$ cat src/rtl/peri_ledpwm.sv
// peri_ledpwm: Wishbone-controlled LED driver with per-channel PWM duty and
// a bus-activity display mode. Registers:
//   0x0 CTRL     bit0 MODE (0 = PWM, 1 = ACTIVITY), bit1 CLR (write-1, reads 0)
//   0x1 PRESCALE tick divider for the PWM phase counter
//   0x2.. DUTY[i] one per LED, low PwmBits significant
module peri_ledpwm #(
  parameter int unsigned Leds    = 8,
  parameter int unsigned PwmBits = 8
) (
  input  logic            clk_i,
  input  logic            rst_i,
  input  logic            wb_cyc_i,
  input  logic            wb_stb_i,
  input  logic            wb_we_i,
  input  logic [3:0]      wb_adr_i,
  input  logic [7:0]      wb_dat_i,
  output logic [7:0]      wb_dat_o,
  output logic            wb_ack_o,
  output logic [Leds-1:0] blinkenlights_o
);

  typedef enum logic {
    MODE_PWM = 1'b0,
    MODE_ACT = 1'b1
  } mode_e;

  mode_e              mode;
  logic [7:0]         prescale;
  logic [7:0]         presc_cnt;
  logic [PwmBits-1:0] phase;
  logic [PwmBits-1:0] duty [Leds];
  logic [Leds-1:0]    evt_cnt;
  logic [Leds-1:0]    pwm_next;
  logic [7:0]         rdata;

  logic req;
  logic wr;
  logic ctrl_wr;
  logic clr_wr;
  logic presc_wr;
  logic tick;

  // A request is only accepted while no ack is outstanding, so acks never
  // appear on two consecutive cycles.
  assign req      = wb_cyc_i & wb_stb_i & ~wb_ack_o;
  assign wr       = req & wb_we_i;
  assign ctrl_wr  = wr & (wb_adr_i == 4'h0);
  assign clr_wr   = ctrl_wr & wb_dat_i[1];
  assign presc_wr = wr & (wb_adr_i == 4'h1);
  assign tick     = (presc_cnt == prescale);

  // Read data mux; unmapped addresses read as zero.
  always_comb begin
    rdata = '0;
    if (wb_adr_i == 4'h0) begin
      rdata = {7'b0, (mode == MODE_ACT)};
    end else if (wb_adr_i == 4'h1) begin
      rdata = prescale;
    end else begin
      for (int unsigned i = 0; i < Leds; i++) begin
        if (wb_adr_i == 4'(i + 2)) rdata = 8'(duty[i]);
      end
    end
  end

  // Bus response: ack one cycle after the request, read data captured with it.
  always_ff @(posedge clk_i or posedge rst_i) begin
    if (rst_i) begin
      wb_ack_o <= 1'b0;
      wb_dat_o <= '0;
    end else begin
      wb_ack_o <= req;
      wb_dat_o <= (req && !wb_we_i) ? rdata : '0;
    end
  end

  // Configuration registers; writes commit on the request cycle.
  always_ff @(posedge clk_i or posedge rst_i) begin
    if (rst_i) begin
      mode     <= MODE_PWM;
      prescale <= '0;
      for (int unsigned i = 0; i < Leds; i++) duty[i] <= '0;
    end else begin
      if (ctrl_wr)  mode     <= mode_e'(wb_dat_i[0]);
      if (presc_wr) prescale <= wb_dat_i;
      for (int unsigned i = 0; i < Leds; i++) begin
        if (wr && (wb_adr_i == 4'(i + 2))) duty[i] <= wb_dat_i[PwmBits-1:0];
      end
    end
  end

  // Prescaler and PWM phase; CLR zeroes both, a PRESCALE write restarts only
  // the prescaler while the phase keeps its normal progression.
  always_ff @(posedge clk_i or posedge rst_i) begin
    if (rst_i) begin
      presc_cnt <= '0;
      phase     <= '0;
    end else if (clr_wr) begin
      presc_cnt <= '0;
      phase     <= '0;
    end else begin
      if (presc_wr || tick) presc_cnt <= '0;
      else                  presc_cnt <= presc_cnt + 8'd1;
      if (tick) phase <= phase + PwmBits'(1);
    end
  end

  // Bus activity counter; CLR overrides the increment of its own request.
  always_ff @(posedge clk_i or posedge rst_i) begin
    if (rst_i) begin
      evt_cnt <= '0;
    end else if (clr_wr) begin
      evt_cnt <= '0;
    end else if (req) begin
      evt_cnt <= evt_cnt + Leds'(1);
    end
  end

  // PWM compare; full-scale duty is forced on so the LED never blinks off.
  always_comb begin
    pwm_next = '0;
    for (int unsigned i = 0; i < Leds; i++) begin
      pwm_next[i] = (duty[i] == '1) || (phase < duty[i]);
    end
  end

  // Registered LED drive selected by mode.
  always_ff @(posedge clk_i or posedge rst_i) begin
    if (rst_i) begin
      blinkenlights_o <= '0;
    end else begin
      blinkenlights_o <= (mode == MODE_ACT) ? evt_cnt : pwm_next;
    end
  end

endmodule

$ cat config.mk
export PLATFORM = sky130hd
export DESIGN_NAME = peri_ledpwm
export DESIGN_NICKNAME = d
export VERILOG_FILES = /design/src/rtl/peri_ledpwm.sv
export SDC_FILE = /design/constraint.sdc
export NUM_CORES = 1
export LEC_CHECK = 0
export ABC_AREA = 0
export BUFFER_PORTS_ARGS = -buffer_cell sky130_fd_sc_hd__buf_2
export CAP_MARGIN = 20
export CORE_AREA = 4 4 172 174
export CTS_CLUSTER_DIAMETER = 120
export CTS_CLUSTER_SIZE = 28
export DETAILED_ROUTE_END_ITERATION = 8
export DIE_AREA = 0 0 176 178
export GPL_TIMING_DRIVEN = 0
export SLEW_MARGIN = 20
export SYNTH_ARGS = -nofsm -noshare
export SYNTH_HDL_FRONTEND = slang
export SYNTH_SLANG_ARGS = --single-unit
$ cat constraint.sdc
create_clock -name clk_i -period 3.6 [get_ports clk_i]
set_input_delay 0.36 -clock clk_i [delete_from_list [all_inputs] [get_ports clk_i]]
set_output_delay 0.36 -clock clk_i [all_outputs]
set_load 0.02 [all_outputs]
==> results of run 1 <==
logic make-up after synthesis:
kind of cell    count (synthesis)  share of synthesized area [%]
xor+xnor                       19                           2.40
buf+inv                        93                           5.75
simple gates                  176                           14.4
compound gates                145                           14.0
mux                            74                           11.7
flops                         114                           41.1
fa+ha+maj                      59                           10.6
stage by stage:
stage / power, mW / setup slack, ps / TNS, ps / hold WS [ps]
finish: 5.08 / 1250 / 0 / 305
global route: 5.39 / 1170 / 0 / 334
CTS: 5.10 / 1370 / 0 / 281
detailed placement: 3.39 / 1400 / 0 / 452
global placement: 3.35 / -1260 / -142740 / 520
floorplan: 2.85 / 224 / 0 / 477
cell usage after synthesis (11+ instances only):
master / count / share of area, %
nand3_1: 14 / 1.0
ha_1: 59 / 11
xnor2_1: 11 / 1.4
nor2b_1: 15 / 1.4
nand2_1: 35 / 1.9
a21oi_1: 20 / 1.4
nand4_1: 23 / 2.1
mux2_2: 57 / 9.2
nor3_1: 20 / 1.4
o21ai_0: 39 / 2.8
mux2i_1: 16 / 2.3
nor2_1: 18 / 0.97
dfrtp_1: 114 / 41
a2111oi_0: 11 / 1.4
nand2b_1: 16 / 1.4
inv_1: 65 / 3.5
layout make-up:
cell class	count	area (µm²)	share of cell area, %
multi-input combinational	473	3690	45.1
sequential	114	2850	34.8
tap	378	473	5.77
clock buffer	18	439	5.36
inverter	66	253	3.09
timing repair buffer	30	178	2.17
clock inverter	14	154	1.88
buffer	27	151	1.85
worst max path at each step:
stage	from	to	slack, ps	cells after the start
final	wb_ack_o$_DFF_PP0_	wb_dat_o[4]$_DFF_PP0_	1250	4
after global routing	phase[4]$_DFFE_PP0P_	blinkenlights_o[4]$_DFF_PP0_	1170	5
after CTS	phase[4]$_DFFE_PP0P_	blinkenlights_o[2]$_DFF_PP0_	1370	5
after detailed placement	phase[4]$_DFFE_PP0P_	blinkenlights_o[4]$_DFF_PP0_	1400	5
after global placement	rst_i	duty[20]$_DFFE_PP0P_	-1260	2
after floorplan	rst_i	blinkenlights_o[0]$_DFF_PP0_	220	1
sequential cells by signal, summed over array words and instances (netlist names):
register	flops
wb_dat_o	8
blinkenlights_o	8
mode	1
duty	64
presc_cnt	8
wb_ack_o	1
prescale	8
phase	8
evt_cnt	8
critical path, cell delays in order (launching register included):
cell and delay (ps):
dfrtp_1 400, nand3b_1 300, a2111oi_0 1010, nand3_1 240, o21ai_0 250
placed cells by master (no fill, tap or decap), drive strengths merged, types with 9 or more instances in the layout:
cell     netlist  final
a2111oi       11     11
a211oi         9      9
a21o           9      9
a21oi         20     20
buf           19     48
clkbuf         8     26
dfrtp        114    114
ha            59     59
inv           65     68
mux2          58     58
mux2i         16     16
nand2         36     36
nand2b        16     16
nand3         15     15
nand4         23     23
nor2          20     20
nor2b         15     15
nor3          21     21
o21ai         39     39
xnor2         11     11
layer usage:
layer / global-route usage (%) / vias up
met5: 0 / -
li1: - / 2588
met4: 4.48 / 0
met2: 19.9 / 158
met1: 19.7 / 2791
met3: 3.24 / 38
repair_timing:
action,CTS,global route
hold buffers,1,0
resized for setup,0,0
buffers inserted,0,0
hold endpoints to repair,14,0
power by group:
group / switching [mW] / internal [mW]
combinational: 0.779 / 0.655
sequential: 0.422 / 1.53
clock: 0.654 / 1.04
total: 1.85 / 3.22
==> reports/qor.log, run 1 <==
[logic_synthesis] Yosys reg bits 114
[global_route] wire length of the first global-routing pass 32300 µm
[global_route] total track usage 13.6%
[placed_design] cell count after placement 1087
[sta] final max-slew violation count 0
[logic_synthesis] post-synthesis cell type count 61
[critical_path] WS Path Type reg -> reg
[power] PD cells 620 nW/µm²
[global_route] grt ovf 0
[routing] first-pass iteration count of the detailed router 5
[global_route] via count of the first global-routing pass 5521
[die] row count 61
[die] core area 27800 µm²
[routing] average wire per cell in the routed design 18.6 µm
[die] number of top-level pins 34
[sta] setup repair after global routing missed its margin false
[die] height of the chip 178 µm
[routing] count of vias placed by the detailed router 5575
[critical_path] endpoint of the worst-slack reg-to-reg timing path wb_dat_o[4]$_DFF_PP0_
[critical_path] launching point of the worst reg2reg path wb_ack_o$_DFF_PP0_
[clock_tree] clock tree from TritonCTS yes
[clock_tree] maximum clock insertion buffer count 2
[logic_synthesis] part of the Yosys area used for sequential elements 41.1%
[layout] post-synthesis to final-layout area growth 18.0%
[die] Die Outline Area 31300 µm²
[placed_design] routability-driven placement congestion ratio 0.943
[sta] final-report setup violation count 0
[critical_path] Register-to-Register Path Depth 4
[routing] via-per-instance ratio 4.98
[logic_synthesis] number of enable-type register cells in the synthesized netlist 0
[routing] number of DRC markers in iteration 0 463
[routing] routed length on met1 10400 µm
[logic_synthesis] synthesized netlist net count 756
[sta] Max transition margin 24.6%
[critical_path] critical path peak fanout 7
[routing] met2 wire len 8830 µm
[layout] antenna fix cells 0
[layout] final-layout fill cell count 2975
[power] Max VDD drop 0.294 mV
[job] MaxCap Viol Count 0
[clock_tree] clock slew at the register clock pins of the worst setup and hold paths 60 ps
[layout] post-layout utilization of the core 29.5%
[routing] detailed-routed wire length on met3 1170 µm
[layout] layout net count 805
[placed_design] number of port buffers 28
[sta] clock period minus final worst setup slack 2350 ps
[layout] summed area of non-filler cells in the final layout 8190 µm²
[worst_hold_path] number of instances on the worst hold path 3
[worst_hold_path] Hold Path Class in -> reg
[sta] Final Hold Viols 0
[critical_path] endpoint kind of the worst setup timing path flip-flop
[logic_synthesis] Post-Syn Instances 680
[die] starting density of the core 25.0%
[clock_tree] TritonCTS sink count 114
[critical_path] arrival time reported for the critical path endpoint 2630 ps
[routing] final antenna-violating net count 0
[sta] Least-Margin Pin Slew 1100 ps
[sta] maximum operating frequency 426 MHz
[critical_path] setup slack of the most critical reg-to-reg path 1250 ps
[critical_path] startpoint kind of the worst setup timing path flip-flop
[power] P_leak 3.53 nW
[sta] skew final 7.65 ps
[worst_hold_path] start point of the worst hold path wb_we_i
[logic_synthesis] number of synthesis warnings 0
[logic_synthesis] fraction of synthesis flops using an asynchronous set or reset pin 100%
[critical_path] Critical Path RT 3890 ps
[global_route] pin count of the biggest net entering global routing 64
[layout] number of standard cells in the final layout excluding fillers 1120
[clock_tree] level count of the clock H-tree 4
[die] horizontal die dimension 176 µm
[placed_design] detailed placer's ending HPWL 15100 µm
[placed_design] dpl cell area 7590 µm²
[clock_tree] library cell used as clock root buffer clkbuf_16
[layout] share of cells above drive strength 1 19.8%
[logic_synthesis] cell area after synthesis 6940 µm²
[sta] Period Utilization, post-route 65.2%
[worst_hold_path] Hold Path End wb_dat_o[1]$_DFF_PP0_
[routing] DRT Wirelength 20900 µm
[logic_synthesis] Mean Syn Cell Area 10.2 µm²
[global_route] number of antenna violations at the first check in global routing 0
[clock_tree] source-to-sink clock delay at the later pin of the worst-skew pair 430 ps
[status] outcome completed
[logic_synthesis] most instantiated flip-flop cell in the synthesis netlist dfrtp_1
[routing] number of design rule violations left after detail routing 0
[clock_tree] number of buffers added by the clock tree synthesis step 17
[routing] uppermost layer routed met4
No activity file was read; power rests on OpenSTA's default activity.
==> inputs of run 2 (changes only) <==
==> constraint.sdc (replaced) <==
create_clock -name clk_i -period 1.9 [get_ports clk_i]
set_input_delay 0.19 -clock clk_i [delete_from_list [all_inputs] [get_ports clk_i]]
set_output_delay 0.19 -clock clk_i [all_outputs]
set_load 0.02 [all_outputs]
==> reports/qor.log, run 2 (same netlist as run 1, synthesis figures left out) <==
[clock_tree] maximum clock insertion buffer count 2
[layout] summed area of non-filler cells in the final layout 8500 µm²
[clock_tree] TritonCTS sink count 114
[critical_path] critical path peak fanout 6
[layout] post-synthesis to final-layout area growth 22.5%
[clock_tree] source-to-sink clock delay at the later pin of the worst-skew pair 420 ps
[sta] final max-slew violation count 0
[clock_tree] library cell used as clock root buffer clkbuf_16
[die] number of top-level pins 34
[global_route] total track usage 13.8%
[sta] Final Hold Viols 0
[routing] DRT Wirelength 21500 µm
[clock_tree] number of buffers added by the clock tree synthesis step 17
[sta] clock period minus final worst setup slack 1890 ps
[placed_design] worst setup slack after placement -324 ps
[sta] skew final 10.5 ps
[critical_path] cell family with most CP delay compound AO/OA/AOI/OAI gates
[worst_hold_path] Hold Path Class in -> reg
[routing] count of vias placed by the detailed router 5604
[die] height of the chip 178 µm
[sta] Period Utilization, post-route 99.7%
[layout] layout net count 812
[critical_path] endpoint kind of the worst setup timing path flip-flop
[sta] Max transition margin 46.7%
[sta] Setup Total Neg Slack 0 ps
[placed_design] detailed placer's ending HPWL 15200 µm
[job] MaxCap Viol Count 0
[routing] number of design rule violations left after detail routing 0
[critical_path] slowest stage cell on the critical path dfrtp_4
[layout] flip-flop count of the largest register, all copies and words added 64
[global_route] grt ovf 0
[clock_tree] clock tree from TritonCTS yes
[die] row count 61
[placed_design] number of port buffers 28
[sta] Least-Margin Pin Slew 799 ps
[layout] most flop-heavy register duty
[routing] via-per-instance ratio 4.98
[critical_path] Largest stage delay, worst path 550 ps
[critical_path] sequence of cells on the critical path ha_1 > a21o_1 > a2111oi_2 > o21ai_0 > a21oi_1
[sta] maximum operating frequency 528 MHz
[routing] number of DRC markers in iteration 0 352
[placed_design] routability-driven placement congestion ratio 0.948
[global_route] wire length of the first global-routing pass 32800 µm
[placed_design] cell count after placement 1089
[power] PD cells 1230 nW/µm²
[status] outcome completed
[routing] final antenna-violating net count 0
[die] Die Outline Area 31300 µm²
[power] Max VDD drop 0.815 mV
[global_route] via count of the first global-routing pass 5540
[routing] average wire per cell in the routed design 19.1 µm
[layout] top library cells by usage in the layout, fill and taps aside dfrtp_1 (109), inv_1 (64), mux2_2 (57)
[sta] setup repair after global routing missed its margin true
[layout] antenna fix cells 0
[clock_tree] clock slew at the register clock pins of the worst setup and hold paths 60 ps
[sta] final-report setup violation count 0
[die] horizontal die dimension 176 µm
[sta] Hold Slack 177 ps
[die] core area 27800 µm²
[global_route] number of antenna violations at the first check in global routing 0
[critical_path] Buf/Inv on CP 0
[placed_design] dpl cell area 7620 µm²
[global_route] pin count of the biggest net entering global routing 34
[critical_path] Critical Path RT 2230 ps
[layout] most common library cell in the layout ignoring fill and taps dfrtp_1
[critical_path] WS Path Type reg -> reg
[layout] share of cells above drive strength 1 24.1%
[clock_tree] level count of the clock H-tree 4
[critical_path] startpoint kind of the worst setup timing path flip-flop
[sta] minimum setup slack in the final design 5.25 ps
[die] starting density of the core 25.0%
[critical_path] arrival time reported for the critical path endpoint 2220 ps
[routing] first-pass iteration count of the detailed router 5
[power] P_leak 3.65 nW
[layout] number of standard cells in the final layout excluding fillers 1126
## run 2: layout make-up
class | count | area (µm²)
plain buffers | 27 | 160
clock buffers | 22 | 484
clock inverters | 9 | 153
fillers | 2933 | 19300
inverters | 66 | 251
multi-input cells | 473 | 3850
flip-flops and latches | 114 | 2860
well taps | 378 | 473
repair buffers | 37 | 268
## run 2: where the power goes
| group | switching, mW | internal, mW | leakage [nW] | total [mW] |
|---|---|---|---|---|
| logic | 1.71 | 1.57 | 1.90 | 3.29 |
| registers | 0.770 | 2.92 | 1.44 | 3.69 |
| clock network | 1.13 | 2.32 | 0.304 | 3.45 |
| total | 3.62 | 6.81 | 3.65 | 10.4 |
## run 2: worst reg2reg max path, cell delays in order, from the launching register on
cell	delay (ps)
dfrtp_4	550
ha_1	340
a21o_1	200
a2111oi_2	370
o21ai_0	150
a21oi_1	200
## run 2: stage by stage
step | total power [mW] | util [%]
global route | 11.0 | 30.6
global placement | 6.34 | 27.2
detailed placement | 6.42 | 27.4
floorplan | 5.41 | -
CTS | 10.0 | 30.0
finish | 10.4 | 30.6
## run 2: what timing repair did
item	4_1_cts	5_1_grt
hold endpoints to repair	19	0
buffers inserted	2	3
pin swaps	1	15
endpoints found under the setup margin	25	39
hold buffers	1	0
gates resized for setup	15	40
## run 2: per-layer routing
layer	wire [µm]	vias up	global-route usage [%]	part of all wire (%)
met1	10200	2804	19.7	47
li1	-	2609	-	-
met2	9580	156	21.0	45
met4	457	0	4.16	2.1
met3	1280	35	3.14	6.0
met5	0	-	0	0
## run 2: worst paths after layout
check,depth (start not counted),slack (ps),from,endpoint
min in group asynchronous,3,350,rst_i,presc_cnt[3]$_DFF_PP0_
setup / recovery,5,5,phase[4]$_DFFE_PP0P_,blinkenlights_o[7]$_DFF_PP0_
setup reg to reg,5,5,phase[4]$_DFFE_PP0P_,blinkenlights_o[7]$_DFF_PP0_
hold reg to reg,1,530,presc_cnt[0]$_DFF_PP0_,presc_cnt[0]$_DFF_PP0_
max in group asynchronous,5,770,rst_i,duty[53]$_DFFE_PP0P_
hold / removal,3,180,wb_we_i,wb_dat_o[1]$_DFF_PP0_
==> inputs of run 3 (changes only) <==
--- a/config.mk
+++ b/config.mk
@@ -8,12 +8,15 @@
 export ABC_AREA = 0
 export BUFFER_PORTS_ARGS = -buffer_cell sky130_fd_sc_hd__buf_2
 export CAP_MARGIN = 20
+export CELL_PAD_IN_SITES_DETAIL_PLACEMENT = 0
+export CELL_PAD_IN_SITES_GLOBAL_PLACEMENT = 1
 export CORE_AREA = 4 4 172 174
 export CTS_CLUSTER_DIAMETER = 120
 export CTS_CLUSTER_SIZE = 28
 export DETAILED_ROUTE_END_ITERATION = 8
 export DIE_AREA = 0 0 176 178
 export GPL_TIMING_DRIVEN = 0
+export PLACE_DENSITY_LB_ADDON = 0.1
 export SLEW_MARGIN = 20
 export SYNTH_ARGS = -nofsm -noshare
 export SYNTH_HDL_FRONTEND = slang
==> reports/qor.log, run 3 (same netlist as run 1, synthesis figures left out) <==
[layout] post-synthesis to final-layout area growth 22.0%
[power] Max VDD drop 0.732 mV
[layout] top library cells by usage in the layout, fill and taps aside dfrtp_1 (107), inv_1 (64), mux2_2 (57)
[layout] flip-flop count of the largest register, all copies and words added 64
[layout] summed area of non-filler cells in the final layout 8470 µm²
[global_route] via count of the first global-routing pass 5812
[sta] minimum setup slack in the final design -19.1 ps
[job] MaxCap Viol Count 0
[clock_tree] clock tree from TritonCTS yes
[die] height of the chip 178 µm
[global_route] most utilized layer in the global route result met2
[layout] most flop-heavy register duty
[die] horizontal die dimension 176 µm
[sta] Hold Slack 161 ps
[global_route] number of antenna violations at the first check in global routing 0
[die] row count 61
[die] core area 27800 µm²
[routing] average wire per cell in the routed design 21.8 µm
[sta] Max transition margin 37.2%
[critical_path] critical path peak fanout 4
[sta] skew final 11.5 ps
[die] Die Outline Area 31300 µm²
[routing] number of DRC markers in iteration 0 251
[power] PD cells 1210 nW/µm²
[sta] setup repair after global routing missed its margin true
[status] violations in the final reports setup timing
[critical_path] setup slack of the most critical reg-to-reg path -20 ps
[power] P_leak 3.62 nW
[clock_tree] TritonCTS sink count 114
[die] number of top-level pins 34
[global_route] total track usage 16.1%
[critical_path] arrival time reported for the critical path endpoint 2250 ps
[global_route] pin count of the biggest net entering global routing 33
[worst_hold_path] number of instances on the worst hold path 3
[worst_hold_path] start point of the worst hold path wb_we_i
[critical_path] Register-to-Register Path Depth 6
[clock_tree] maximum clock insertion buffer count 2
[global_route] met3 track demand over resource 3.05%
[worst_hold_path] Hold Path Class in -> reg
[sta] final-report setup violation count 1
[routing] final antenna-violating net count 0
[sta] maximum operating frequency 521 MHz
[clock_tree] library cell used as clock root buffer clkbuf_16
[critical_path] endpoint kind of the worst setup timing path flip-flop
[layout] layout net count 812
[global_route] met2 demand-to-capacity share in global routing 25.8%
[sta] final max-slew violation count 0
[global_route] grt ovf 0
[worst_hold_path] Hold Path End wb_dat_o[1]$_DFF_PP0_
[critical_path] WS Path Type reg -> reg
[global_route] wire length of the first global-routing pass 37300 µm
[placed_design] number of port buffers 28
[sta] Final Hold Viols 0
[placed_design] detailed placer's ending HPWL 17700 µm
[clock_tree] clock slew at the register clock pins of the worst setup and hold paths 60 ps
[routing] first-pass iteration count of the detailed router 4
[sta] clock period minus final worst setup slack 1920 ps
[routing] via-per-instance ratio 4.88
[layout] share of cells above drive strength 1 24.7%
[layout] antenna fix cells 0
[placed_design] dpl cell area 7620 µm²
[sta] Least-Margin Pin Slew 942 ps
[clock_tree] number of buffers added by the clock tree synthesis step 17
[critical_path] endpoint of the worst-slack reg-to-reg timing path blinkenlights_o[1]$_DFF_PP0_
[routing] DRT Wirelength 24500 µm
[status] outcome finished with violations
[critical_path] launching point of the worst reg2reg path phase[4]$_DFFE_PP0P_
[clock_tree] level count of the clock H-tree 4
[placed_design] routability-driven placement congestion ratio 0.886
[routing] number of design rule violations left after detail routing 0
[sta] Period Utilization, post-route 101%
[layout] final-layout fill cell count 2953
[layout] most common library cell in the layout ignoring fill and taps dfrtp_1
[clock_tree] source-to-sink clock delay at the later pin of the worst-skew pair 420 ps
[global_route] met1 Use GR 22.8%
[die] starting density of the core 25.0%
[critical_path] Critical Path RT 2230 ps
[critical_path] startpoint kind of the worst setup timing path flip-flop
[routing] count of vias placed by the detailed router 5500
==> run 3: changes by cell type in the layout (fill, tap and decap cells not counted), moves of 2 or more <==
cell       previous run  this run
a2111oi_4             1         3
xnor2_1               7        10
dfrtp_1             109       107
clkbuf_8              4         0
bufinv_16             4         1
a2111oi_2             8         6
clkbuf_1              7         5
xnor2_2               4         1
dfrtp_2               4         6
inv_6                 0         8
==> run 3: area by class of cell <==
| class | count | area (µm²) | area share, % |
|---|---|---|---|
| Buffer | 26 | 160 | 1.89 |
| Clock buffer | 17 | 425 | 5.02 |
| Clock inverter | 15 | 145 | 1.71 |
| Inverter | 66 | 251 | 2.97 |
| Multi-Input combinational cell | 473 | 3870 | 45.7 |
| Sequential cell | 114 | 2860 | 33.8 |
| Tap cell | 378 | 473 | 5.58 |
| Timing Repair Buffer | 38 | 284 | 3.35 |
==> run 3: worst max-delay path: stages, from the launching register on <==
cell       delay, ps
dfrtp_4          490
buf_6            160
ha_1             320
a21o_1           200
a2111oi_2        380
o21ai_1          110
a21oi_1          160
==> run 3: report_power, final <==
group	internal [mW]	total [mW]	switching, mW
Combinational	1.59	3.38	1.79
Clock	1.84	3.17	1.34
Sequential	2.92	3.70	0.786
Total	6.35	10.3	3.91
==> run 3: worst max-delay path by stage <==
| stage | from | to | cells past startpoint |
|---|---|---|---|
| after floorplan | wb_ack_o$_DFF_PP0_ | duty[34]$_DFFE_PP0P_ | 5 |
| after global placement | rst_i | blinkenlights_o[6]$_DFF_PP0_ | 2 |
| after detailed placement | phase[4]$_DFFE_PP0P_ | blinkenlights_o[7]$_DFF_PP0_ | 5 |
| after CTS | phase[4]$_DFFE_PP0P_ | blinkenlights_o[7]$_DFF_PP0_ | 5 |
| after global routing | phase[4]$_DFFE_PP0P_ | blinkenlights_o[1]$_DFF_PP0_ | 6 |
| final | phase[4]$_DFFE_PP0P_ | blinkenlights_o[1]$_DFF_PP0_ | 6 |
==> run 3: layer usage <==
metal  up-vias  wire length [µm]
li1       2607                 -
met1      2787             11800
met2        88             11400
met3        18              1040
met4         0               269
met5         -                 0
==> run 3: repair_timing <==
action,in CTS,in global routing
gates resized for setup,25,33
setup buffers,3,3
hold endpoints to repair,23,0
gates cloned,0,0
pin swaps,1,12
hold buffers,1,0
endpoints found under the setup margin,32,47
==> run 3: stage by stage <==
stage / util (%) / TNS [ps] / std cells / setup slack, ps / total power [mW]
floorplan: - / 0 / 680 / 187 / 5.41
global placement: 27.2 / -75220 / 1086 / -627 / 6.52
detailed placement: 27.4 / -4990 / 1089 / -434 / 6.58
CTS: 29.8 / -84.5 / 1125 / -84.5 / 9.98
global route: 30.5 / -122 / 1127 / -93.9 / 11.0
finish: 30.5 / -19.1 / 1127 / -19.1 / 10.3
